==> src/rtl/hwpe_stream_zero_source_if.sv <==
// hwpe_stream_intf_stream: valid/ready stream bundle with a zeroing-friendly layout.
// source is the driving (master) side, sink the receiving (slave) side, and
// monitor is a read-only tap used by shadow and checking logic.
interface hwpe_stream_intf_stream #(
    parameter int unsigned DATA_WIDTH = 32
) ();

    localparam int unsigned STRB_WIDTH = DATA_WIDTH / 8;

    logic                  valid;
    logic                  ready;
    logic [DATA_WIDTH-1:0] data;
    logic [STRB_WIDTH-1:0] strb;

    modport source (
        output valid, data, strb,
        input  ready
    );

    modport sink (
        input  valid, data, strb,
        output ready
    );

    modport monitor (
        input valid, data, strb, ready
    );

endinterface

==> src/rtl/hwpe_stream_zero_source.sv <==
// hwpe_stream_zero_source: drives an all-zero shadow copy of a stream into the
// zero network and flags any cycle in which the shadow's ready disagrees with
// the real stream's ready. Fault state is sticky until clear_i.
//
// Optional feature: define HWPE_STREAM_ZERO_SOURCE_WATCHDOG_EN to add a stall
// watchdog that faults after STALL_TIMEOUT consecutive valid-without-ready cycles.
//
// state    | meaning
// ---------+-----------------------------------------------------------
// DISABLED | checking off, no detection or counting
// MONITOR  | comparing readys each cycle, no fault seen yet
// FAULTED  | fault seen; keeps counting mismatches until clear_i
module hwpe_stream_zero_source #(
    parameter int unsigned CNT_WIDTH     = 8,
    parameter int unsigned STALL_TIMEOUT = 64
) (
    input  logic                   clk_i,
    input  logic                   rst_ni,
    input  logic                   clear_i,
    input  logic                   enable_i,
    hwpe_stream_intf_stream.monitor normal_i,
    hwpe_stream_intf_stream.source  zero_o,
    output logic                   fault_detected_o,
    output logic                   fault_sticky_o,
    output logic [CNT_WIDTH-1:0]   fault_count_o,
    output logic                   stall_timeout_o
);

    typedef enum logic [1:0] {
        DISABLED = 2'd0,
        MONITOR  = 2'd1,
        FAULTED  = 2'd2
    } state_e;

    localparam logic [CNT_WIDTH-1:0] CNT_MAX = '1;

    state_e               state_q;
    logic                 fault_detected_q;
    logic                 fault_sticky_q;
    logic [CNT_WIDTH-1:0] fault_count_q;

    logic mismatch;
    logic active;
    logic stall_hit;
    logic unused_data;

    // Shadow stream: same valid/strb as the real stream, payload forced to zero.
    assign zero_o.valid = normal_i.valid;
    assign zero_o.strb  = normal_i.strb;
    assign zero_o.data  = '0;

    // Payload is never inspected; only the handshake is compared.
    assign unused_data = ^normal_i.data;

    assign mismatch = (zero_o.ready != normal_i.ready);
    assign active   = (state_q != DISABLED);

`ifdef HWPE_STREAM_ZERO_SOURCE_WATCHDOG_EN
    localparam int unsigned WD_W = $clog2(STALL_TIMEOUT + 1);
    localparam logic [WD_W-1:0] WD_LIMIT = WD_W'(STALL_TIMEOUT);

    logic [WD_W-1:0] wd_cnt_q;
    logic [WD_W-1:0] wd_cnt_d;
    logic            stall_q;
    logic            stalled;

    assign stalled = active && normal_i.valid && !normal_i.ready;

    // Consecutive-stall counter; any handshake, idle cycle or clear restarts it.
    always_comb begin
        wd_cnt_d = wd_cnt_q;
        if (clear_i || !stalled) begin
            wd_cnt_d = '0;
        end else if (wd_cnt_q != WD_LIMIT) begin
            wd_cnt_d = wd_cnt_q + 1'b1;
        end
    end

    assign stall_hit = stalled && !clear_i && (wd_cnt_d == WD_LIMIT);

    // Watchdog count register and sticky stall flag.
    always_ff @(posedge clk_i or negedge rst_ni) begin
        if (!rst_ni) begin
            wd_cnt_q <= '0;
            stall_q  <= 1'b0;
        end else begin
            wd_cnt_q <= wd_cnt_d;
            if (clear_i) begin
                stall_q <= 1'b0;
            end else if (stall_hit) begin
                stall_q <= 1'b1;
            end
        end
    end

    assign stall_timeout_o = stall_q;
`else
    logic unused_param;

    assign unused_param    = (STALL_TIMEOUT != 0);
    assign stall_hit       = 1'b0;
    assign stall_timeout_o = 1'b0;
`endif

    // Checker FSM with registered fault outputs; clear_i wins over a same-cycle fault.
    always_ff @(posedge clk_i or negedge rst_ni) begin
        if (!rst_ni) begin
            state_q          <= DISABLED;
            fault_detected_q <= 1'b0;
            fault_sticky_q   <= 1'b0;
            fault_count_q    <= '0;
        end else begin
            // Per-cycle flag ignores clear_i so it always reflects the last cycle.
            fault_detected_q <= active && mismatch;

            if (clear_i) begin
                state_q        <= DISABLED;
                fault_sticky_q <= 1'b0;
                fault_count_q  <= '0;
            end else begin
                if (active && mismatch && (fault_count_q != CNT_MAX)) begin
                    fault_count_q <= fault_count_q + 1'b1;
                end
                if (active && (mismatch || stall_hit)) begin
                    fault_sticky_q <= 1'b1;
                end
                case (state_q)
                    DISABLED: begin
                        if (enable_i) begin
                            state_q <= MONITOR;
                        end
                    end
                    MONITOR: begin
                        if (mismatch || stall_hit) begin
                            state_q <= FAULTED;
                        end else if (!enable_i) begin
                            state_q <= DISABLED;
                        end
                    end
                    FAULTED: begin
                        state_q <= FAULTED;
                    end
                    default: begin
                        state_q <= DISABLED;
                    end
                endcase
            end
        end
    end

    assign fault_detected_o = fault_detected_q;
    assign fault_sticky_o   = fault_sticky_q;
    assign fault_count_o    = fault_count_q;

endmodule

==> src/flat_wrapper.sv <==
// flat-port wrapper written by rule: the top's interface ports become plain ports
module hwpe_stream_zero_source_flat 
#(
    parameter int unsigned CNT_WIDTH     = 8,
    parameter int unsigned STALL_TIMEOUT = 64
)
  (clk_i, rst_ni, clear_i, enable_i, fault_detected_o, fault_sticky_o, fault_count_o, stall_timeout_o, normal_i_valid, normal_i_data, normal_i_strb, normal_i_ready, zero_o_valid, zero_o_data, zero_o_strb, zero_o_ready);
  hwpe_stream_intf_stream #(.DATA_WIDTH(32)) normal_i_i ();
  hwpe_stream_intf_stream #(.DATA_WIDTH(32)) zero_o_i ();
  input  logic clk_i;
  input  logic rst_ni;
  input  logic clear_i;
  input  logic enable_i;
  output logic fault_detected_o;
  output logic fault_sticky_o;
  output logic [CNT_WIDTH-1:0] fault_count_o;
  output logic stall_timeout_o;
  input wire logic [$bits(normal_i_i.valid)-1:0] normal_i_valid;
  input wire logic [$bits(normal_i_i.data)-1:0] normal_i_data;
  input wire logic [$bits(normal_i_i.strb)-1:0] normal_i_strb;
  input wire logic [$bits(normal_i_i.ready)-1:0] normal_i_ready;
  output wire logic [$bits(zero_o_i.valid)-1:0] zero_o_valid;
  output wire logic [$bits(zero_o_i.data)-1:0] zero_o_data;
  output wire logic [$bits(zero_o_i.strb)-1:0] zero_o_strb;
  input wire logic [$bits(zero_o_i.ready)-1:0] zero_o_ready;
  assign normal_i_i.valid = normal_i_valid;
  assign normal_i_i.data = normal_i_data;
  assign normal_i_i.strb = normal_i_strb;
  assign normal_i_i.ready = normal_i_ready;
  assign zero_o_valid = zero_o_i.valid;
  assign zero_o_data = zero_o_i.data;
  assign zero_o_strb = zero_o_i.strb;
  assign zero_o_i.ready = zero_o_ready;
  hwpe_stream_zero_source #(.CNT_WIDTH(CNT_WIDTH), .STALL_TIMEOUT(STALL_TIMEOUT)) u_core (.clk_i(clk_i), .rst_ni(rst_ni), .clear_i(clear_i), .enable_i(enable_i), .normal_i(normal_i_i), .zero_o(zero_o_i), .fault_detected_o(fault_detected_o), .fault_sticky_o(fault_sticky_o), .fault_count_o(fault_count_o), .stall_timeout_o(stall_timeout_o));
endmodule
==> config.mk <==
export PLATFORM = sky130hd
export DESIGN_NAME = hwpe_stream_zero_source_flat
export DESIGN_NICKNAME = d
export VERILOG_FILES = /design/src/rtl/hwpe_stream_zero_source_if.sv /design/src/rtl/hwpe_stream_zero_source.sv /design/src/flat_wrapper.sv
export SDC_FILE = /design/constraint.sdc
export NUM_CORES = 1
export LEC_CHECK = 0
export ABC_CLOCK_PERIOD_IN_PS = 4100
export BUFFER_PORTS_ARGS = -buffer_cell sky130_fd_sc_hd__clkbuf_2
export CORE_ASPECT_RATIO = 0.6
export CORE_UTILIZATION = 30
export CTS_CLUSTER_SIZE = 25
export DETAILED_ROUTE_END_ITERATION = 8
export GPL_ROUTABILITY_DRIVEN = 0
export PLACE_DENSITY = 0.78
export SLEW_MARGIN = 5
export SYNTH_ARGS = -nofsm -noshare
export SYNTH_HDL_FRONTEND = slang
export SYNTH_SLANG_ARGS = --single-unit
==> constraint.sdc <==
create_clock -name clk_i -period 4.1 [get_ports clk_i]
set_input_delay 0.205 -clock clk_i [delete_from_list [all_inputs] [get_ports clk_i]]
set_output_delay 0.205 -clock clk_i [all_outputs]
set_load 0.05 [all_outputs]
==> results by stage, run 1 <==
Layout:
- The count of cells in the finished layout, fillers not included, comes to 138.
- For this run, the post-layout net count is 151.
- The area growth from synthesis to layout is 0%.
- The number of inserted diodes is 0.
- After routing the design area is 866 sq um.
- The number of filler cells placed in the layout is 282.
- The proportion of layout cells with a drive suffix above 1 is 21.7%.
- The footprint of the flip-flops and latches is 300 sq um.
- Summing all multi-input logic gate instances after layout gives 382 sq um.

Logic synthesis:
- Yosys instantiated no cell more often than buf_4.
- The top cell type's share of synthesized area is 34.7%.
- The cell count after synthesis is 94.
- The most instantiated flip-flop cell in the synthesis netlist is dfrtp_1.
- In this run, synthesis inferred 0 flip-flops with an integrated enable.
- In the post-synthesis netlist, the biggest area contributors are dfrtp_1 35%, buf_4 33%, a21oi_1 3.5%.
- The commonest cells after synthesis are 38 x buf_4, 12 x dfrtp_1, 6 x a21oi_1, 6 x nor2_1, 4 x nand3_1.
- The register area share after synthesis is 34.7%.
- The post-synth design cell area is 866 sq um.
- The post-synthesis area per instance is 9.21 sq um.
- The number of register bits inferred by synthesis is 12.
- The number of distinct library cells after synthesis is 24.
- The proportion of synthesized flip-flops having asynchronous set or reset is 100%.
- For this run, the number of Yosys warnings is 0.
- The top cell type by total area after synthesis is dfrtp_1.

Floorplanning:
- The die covers 3110 sq um.
- Once the floorplan was initialized, standard cells occupied 33.2% of the core.
- In this run the horizontal extent of the chip is 71.4 um.
- The number of I/O pins is 91.
- After floorplanning, the core was sized to cover 2610 sq um.
- The die boundary height is 43.6 um.
- In this run the core area contains 14 standard-cell rows.

Global routing:
- The initial antenna violation count is 0.
- The global-route wire length before repair is 2280 um.
- The largest net degree at the start of global routing is 15.
- The number of global-route vias before repair is 498.
- After global routing the overflow that remains totals 0.
- Across every metal layer, demand over resource in global routing totals 10.0%.

Timing:
- The worst clock skew is 0.00388 ns.
- The achievable frequency is 564 MHz.
- Setup repair after global routing left no endpoint under its margin.
- The final period demand of the worst path is 1.77 ns.
- Setup violations remaining at the end of the flow were counted as 0.
- For the pin with the worst max-slew slack, the measured transition is 0.559 ns.
- The final-report hold violation count was 0.
- The total negative slack is 0 ns.
- The relative slew slack is 62.7%.
- The max-slew violation count is 0.
- The final critical path takes up 43.3% of the cycle.

Setup path:
- The critical path is of the reg -> reg type.
- Counting cells, the worst reg-to-reg path comes to 5.
- The type of destination of the critical path is a flop.
- Of all nets on the critical path, the largest fanout is 14.
- In this run the critical register-to-register path is captured at u_core.fault_count_o[7].
- The reg2reg setup slack is 2.33 ns.
- The startpoint identified for the worst register-to-register timing path is u_core.fault_count_o[0].
- The signal arrival time at the worst endpoint is 1.94 ns.
- The required time reported for the critical path endpoint is 4.27 ns.
- The startpoint type of the worst setup path is a flop.

Placement:
- After legalization and detailed placement, the total HPWL measured 1100 um.
- After detailed placement, the design holds a cell count of 133.
- The placed instance area is 801 sq um.
- Buffers placed on the I/O ports in this run total 15.

Job:
- Max-cap violations in this run came to 0.

Clocking:
- TritonCTS built the clock tree.
- The cell sitting at the root of the clock tree is a clkbuf_8.
- The post-cts gate resize count is 0.
- The H-tree depth reported by CTS is 1.
- Clock tree synthesis found a total of 12 sinks.
- TritonCTS created 3 clock buffers.
- The deepest clock path buffer count is 2.
- The clock insertion delay at the later pin of the skew report is 0.24 ns.
- The clock transition at the registers of the reported paths is 0.05 ns.

Power and ir drop:
- The ratio of total power to cell area is 407 nW/um^2.
- Net switching is 38.3% of the power.
- The reported leakage power is 0.439 nW.
- The share of total power dissipated in combinational logic is 28.1%.
- The clock share of power is 36.0%.
- The part of the power in registers is 35.9%.
- For this design the total switching power over the nets is 0.135 mW.
- The internal power is 0.217 mW.
- The worst vdd rail ir drop is 174 uV.

Detailed routing:
- The detailed-router iteration count before antenna repair is 6.
- In this run, the number of DRC markers left after iteration 0 of detailed routing was 15.
- The remaining number of nets flagged by the antenna check after routing is 0.
- The total DRC errors in the routed layout is 2.
- The routed length per placed instance is 10.5 um.
- After detailed routing, the number of vias per cell comes to 4.04.
- For this block, the routed nets add up to 1450 um of wire.
- Across all layers, the routed design uses 558 vias.

Worst hold path:
- The depth of the worst hold-timing path is 2.
- The origin of the worst min-delay path is enable_i.
- The path with the worst hold slack has its endpoint at u_core.state_q[0].
- The worst hold path class is in -> reg.

Run status:
- The final reports fail on DRC.
- The run finished, with violations left.
==> layout make-up <==
class / instances / share of cell area (%)
Clock buffer: 4 / 6.36
Inverter: 1 / 0.434
Multi-Input combinational cell: 73 / 44.1
Sequential cell: 12 / 34.7
Tap cell: 32 / 4.62
Timing Repair Buffer: 16 / 9.83
==> through the flow <==
step	utilization (%)	hold slack, ns	power, mW	setup slack, ns
global placement	30.7	0.0985	0.225	2.37
CTS	33.2	0.205	0.355	2.32
finish	33.2	0.208	0.353	2.33
floorplan	-	-0.0906	0.255	2.29
detailed placement	30.7	0.108	0.226	2.33
global route	33.2	0.227	0.369	2.21
==> cells in the final DEF (no fill, tap or decap) <==
cell           Yosys  layout
or3_1              2       2
xor2_2             1       1
mux2_2             1       1
a21oi_1            6       6
or4_1              3       3
xor2_1             1       1
conb_1             1      33
dfrtp_1           12      12
dlygate4sd3_1      0       1
inv_1              1       1
and3_1             1       1
ha_1               1       1
mux2i_1            1       1
clkbuf_2           0      15
clkbuf_8           0       4
o31ai_1            3       3
nand3_1            4       4
o21a_1             1       1
o21ai_0            3       3
nand4_1            1       1
nand2_1            3       3
or3_2              1       1
nor2_1             6       6
o221ai_2           1       1
==> metal layers <==
layer	vias to the layer above	GRT usage (%)	routed length [um]	part of all wire, %
li1	272	-	-	-
met1	265	11.8	609	42
met2	19	15.4	722	50
met3	2	6.28	108	7.5
met4	0	2.80	7	0.48
met5	-	0	0	0
==> power groups by stage <==
stage / logic, mW / clock network (mW) / registers [mW]
floorplan: 0.117 / 0 / 0.138
global placement: 0.0967 / 0 / 0.128
detailed placement: 0.0982 / 0 / 0.128
CTS: 0.0989 / 0.130 / 0.126
global route: 0.104 / 0.137 / 0.127
finish: 0.0993 / 0.127 / 0.127
==> kinds of logic (layout without fill, tap and decap cells) <==
group,Yosys count,count (layout),synth area share [%]
adder cells (fa/ha/maj),1,1,1.44
other,1,33,0.433
multiplexers,2,2,2.46
buffers and inverters,41,21,35.1
flip-flops,12,12,34.7
XOR/XNOR,2,2,2.89
AO/OA/AOI/OAI,14,14,10.4
AND/OR/NAND/NOR,21,21,12.6
==> sequential cells by signal, summed over array words and instances, names as in the netlist <==
name	cells
u_core.fault_count_o	8
u_core.fault_sticky_o	1
u_core.state_q	2
u_core.fault_detected_o	1
==> critical path: stages (launching register included) <==
cell	delay, ns
dfrtp_1	0.41
ha_1	0.27
nand3_1	0.11
o221ai_2	0.24
or4_1	0.52
a21oi_1	0.15
==> worst max-delay path by stage <==
stage | startpoint | endpoint | slack, ns | depth (start not counted)
final | u_core.fault_count_o[0] | u_core.fault_count_o[7] | 2.33 | 5
after global routing | u_core.fault_count_o[0] | u_core.fault_count_o[5] | 2.21 | 5
after CTS | u_core.fault_count_o[0] | u_core.fault_count_o[7] | 2.32 | 5
after detailed placement | u_core.fault_count_o[0] | u_core.fault_count_o[7] | 2.33 | 5
after global placement | u_core.fault_count_o[0] | u_core.fault_count_o[5] | 2.37 | 5
after floorplan | u_core.fault_count_o[0] | u_core.fault_count_o[4] | 2.29 | 6
==> what timing repair did <==
item / CTS / global route
hold endpoints to repair: 12 / 0
buffers inserted: 0 / 0
hold buffers: 1 / 0
(Power assumes the default switching activity.)
==> inputs of run 2 (changes only) <==
--- a/config.mk
+++ b/config.mk
@@ -5,14 +5,14 @@
 export SDC_FILE = /design/constraint.sdc
 export NUM_CORES = 1
 export LEC_CHECK = 0
-export ABC_CLOCK_PERIOD_IN_PS = 4100
+export ABC_CLOCK_PERIOD_IN_PS = 1500
 export BUFFER_PORTS_ARGS = -buffer_cell sky130_fd_sc_hd__clkbuf_2
 export CORE_ASPECT_RATIO = 0.6
 export CORE_UTILIZATION = 30
 export CTS_CLUSTER_SIZE = 25
 export DETAILED_ROUTE_END_ITERATION = 8
 export GPL_ROUTABILITY_DRIVEN = 0
-export PLACE_DENSITY = 0.78
+export PLACE_DENSITY = 0.8
 export SLEW_MARGIN = 5
 export SYNTH_ARGS = -nofsm -noshare
 export SYNTH_HDL_FRONTEND = slang
==> constraint.sdc (replaced) <==
create_clock -name clk_i -period 1.5 [get_ports clk_i]
set_input_delay 0.075 -clock clk_i [delete_from_list [all_inputs] [get_ports clk_i]]
set_output_delay 0.075 -clock clk_i [all_outputs]
set_load 0.05 [all_outputs]
==> results by stage, run 2 (synthesized netlist as in run 1, its figures left out) <==
Run status:
- The run finished, with violations left.
- The final reports fail on DRC, setup timing.

Setup path:
- The signal arrival time at the worst endpoint is 1.70 ns (-0.24 ns).
- The required time reported for the critical path endpoint is 1.67 ns (-2.60 ns).
- The worst flop-to-flop path startpoint is u_core.fault_count_o[4].
- The reg-to-reg critical path endpoint is u_core.fault_count_o[7].
- The biggest fanout along the worst timing path was 3 (-11).
- The reg2reg setup slack is -0.03 ns (-2.35 ns).
- The number of cell instances on the worst register-to-register path is 4 (-1).
- The worst setup path is of the reg -> reg kind.
- The startpoint of the most critical setup path is u_core.fault_count_o[4].
- STA classifies the critical path endpoint as a flop.
- STA classifies the critical path startpoint as a flop.

Timing:
- The share of the cycle needed by the critical path after routing is 102% (+59 points).
- The worst clock skew is 0.00391 ns (+0.0000304 ns).
- The max-slew violation count came to 0 (unchanged).
- The final count of negative-setup-slack endpoints was 3 (+3).
- The total negative slack is -0.0421 ns (-0.0421 ns).
- Setup repair after global routing could not meet its margin everywhere.
- The achievable frequency is 654 MHz (+16%).
- The worst setup margin came to -0.0280 ns (-2.35 ns).
- The final period demand of the worst path came to 1.53 ns (-0.247 ns).
- The final-report hold violation count is 0 (unchanged).

Clocking:
- TritonCTS built the clock tree.
- The H-tree depth reported by CTS is 1 (unchanged).
- The deepest clock path buffer count is 2 (unchanged).
- The number of clock sinks seen by CTS came to 12 (unchanged).
- The cell sitting at the root of the clock tree is a clkbuf_8.
- The number of buffers added by the clock tree synthesis step is 3 (unchanged).
- The clock insertion delay at the later pin of the skew report is 0.24 ns (about the same).
- The clock transition at the registers of the reported paths is 0.05 ns (about the same).

Floorplanning:
- The width of the die is 71.4 um (unchanged).
- The full die area is 3110 sq um (unchanged).
- The total core area came to 2610 sq um (unchanged).
- The die boundary height is 43.6 um (unchanged).
- The number of I/O pins came to 91 (unchanged).
- The number of core rows is 14 (unchanged).
- The initial cell density of the core is 33.2% (unchanged).

Detailed routing:
- The violation count after the first detailed-routing iteration is 12 (-3).
- The total DRC errors in the routed layout came to 4 (+2).
- The routed via count divided by cell count is 4.13 (+2.2%).
- The total via count after detailed routing is 624 (+12%).
- The detailed-router iteration count before antenna repair was 6 (unchanged).
- The total wirelength of the detailed-routed design came to 1620 um (+12%).
- The remaining number of nets flagged by the antenna check after routing is 0 (unchanged).
- The routed length per placed instance came to 10.7 um (+2.0%).

Placement:
- The number of input and output port buffers inserted is 15 (unchanged).
- The total instance count after detailed placement came to 143 (+7.5%).
- The half-perimeter wire length after placement is 1180 um (+6.9%).
- The placed instance area is 902 sq um (+13%).
- The pre-CTS worst setup slack is -0.0295 ns (-2.36 ns).

Global routing:
- The total overflow reported by the global router is 0 (unchanged).
- The largest net degree at the start of global routing is 13 (-2).
- The overall global routing resource usage is 10.6% (+0.52 points).
- The initial antenna violation count came to 0 (unchanged).
- The number of global-route vias before repair is 520 (+4.4%).
- The global-route wire length before repair came to 2330 um (+2.1%).

Layout:
- The most frequent standard cell in the layout excluding fill and tap cells is conb_1.
- Compared with the post-synthesis result, the final layout area differs by 16.6%.
- The number of standard cells in the final layout excluding fillers was 151 (+9.4%).
- The design area is 1010 sq um (+17%).
- The number of flip-flops under the largest register name is 8 (unchanged).
- The final layout net count is 164 (+8.6%).
- The proportion of layout cells with a drive suffix above 1 is 37.8% (+16 points).
- The number of inserted diodes is 0 (unchanged).
- Leaving out fill and tap cells, the most frequent cells in the layout are 33 x conb_1, 15 x clkbuf_2, 12 x buf_4.

Power and ir drop:
- The ratio of total power to cell area is 936 nW/um^2 (+130%).
- The reported leakage power is 0.479 nW (+9.2%).
- The worst vdd rail ir drop is 413 uV (+140%).

Worst hold path:
- The origin of the worst min-delay path is enable_i.
- For hold timing, the worst endpoint is u_core.state_q[0].
- The min-delay analysis places its worst path in the category in -> reg.
- The depth of the worst hold-timing path is 2 (unchanged).

Job:
- The number of max-cap violations is 0 (unchanged).
-- run 2: critical path: stages, from the launching register on --
cell	delay, ns
dfrtp_2	0.36
nand4_1	0.22
buf_4	0.23
or4_1	0.50
a21oi_1	0.14
-- run 2: power breakdown --
part           internal (mW)  switching (mW)
Combinational         0.0446           0.250
Clock                  0.187           0.115
Sequential             0.336          0.0128
Total                  0.567           0.377
-- run 2: worst max-delay path by stage --
stage / end
3_3_place_gp: u_core.fault_count_o[5]
2_1_floorplan: u_core.fault_count_o[5]
5_1_grt: u_core.fault_count_o[5]
3_5_place_dp: u_core.fault_count_o[5]
4_1_cts: u_core.fault_count_o[5]
6_report: u_core.fault_count_o[7]
-- run 2: repair_timing --
action | in CTS | in global routing
gates cloned | 0 | 1
hold endpoints to repair | 12 | 0
setup buffers | 0 | 2
hold buffers | 1 | 0
endpoints found under the setup margin | 3 | 5
gates resized for setup | 2 | 1
-- run 2: final cells by class --
class	count	area, sq um
clock buffer	4	45.0
fill	262	1600
inverter	1	3.75
multi-input combinational	74	437
sequential	12	309
tap	32	40.0
timing repair buffer	28	175
-- run 2: metal layers --
metal	vias to the layer above	global-route usage [%]	routed length [um]
li1	299	-	-
met1	294	11.3	596
met2	23	16.4	824
met3	8	6.28	135
met4	0	6.40	60
met5	-	0	0
-- run 2: metrics by stage --
step	utilization (%)	hold WS (ns)	power (mW)
5_1_grt	38.7	0.0588	0.981
2_1_floorplan	-	-0.221	0.700
3_5_place_dp	34.6	-0.0193	0.636
4_1_cts	37.4	0.0559	0.951
6_report	38.7	0.0616	0.945
3_3_place_gp	34.6	-0.0254	0.632
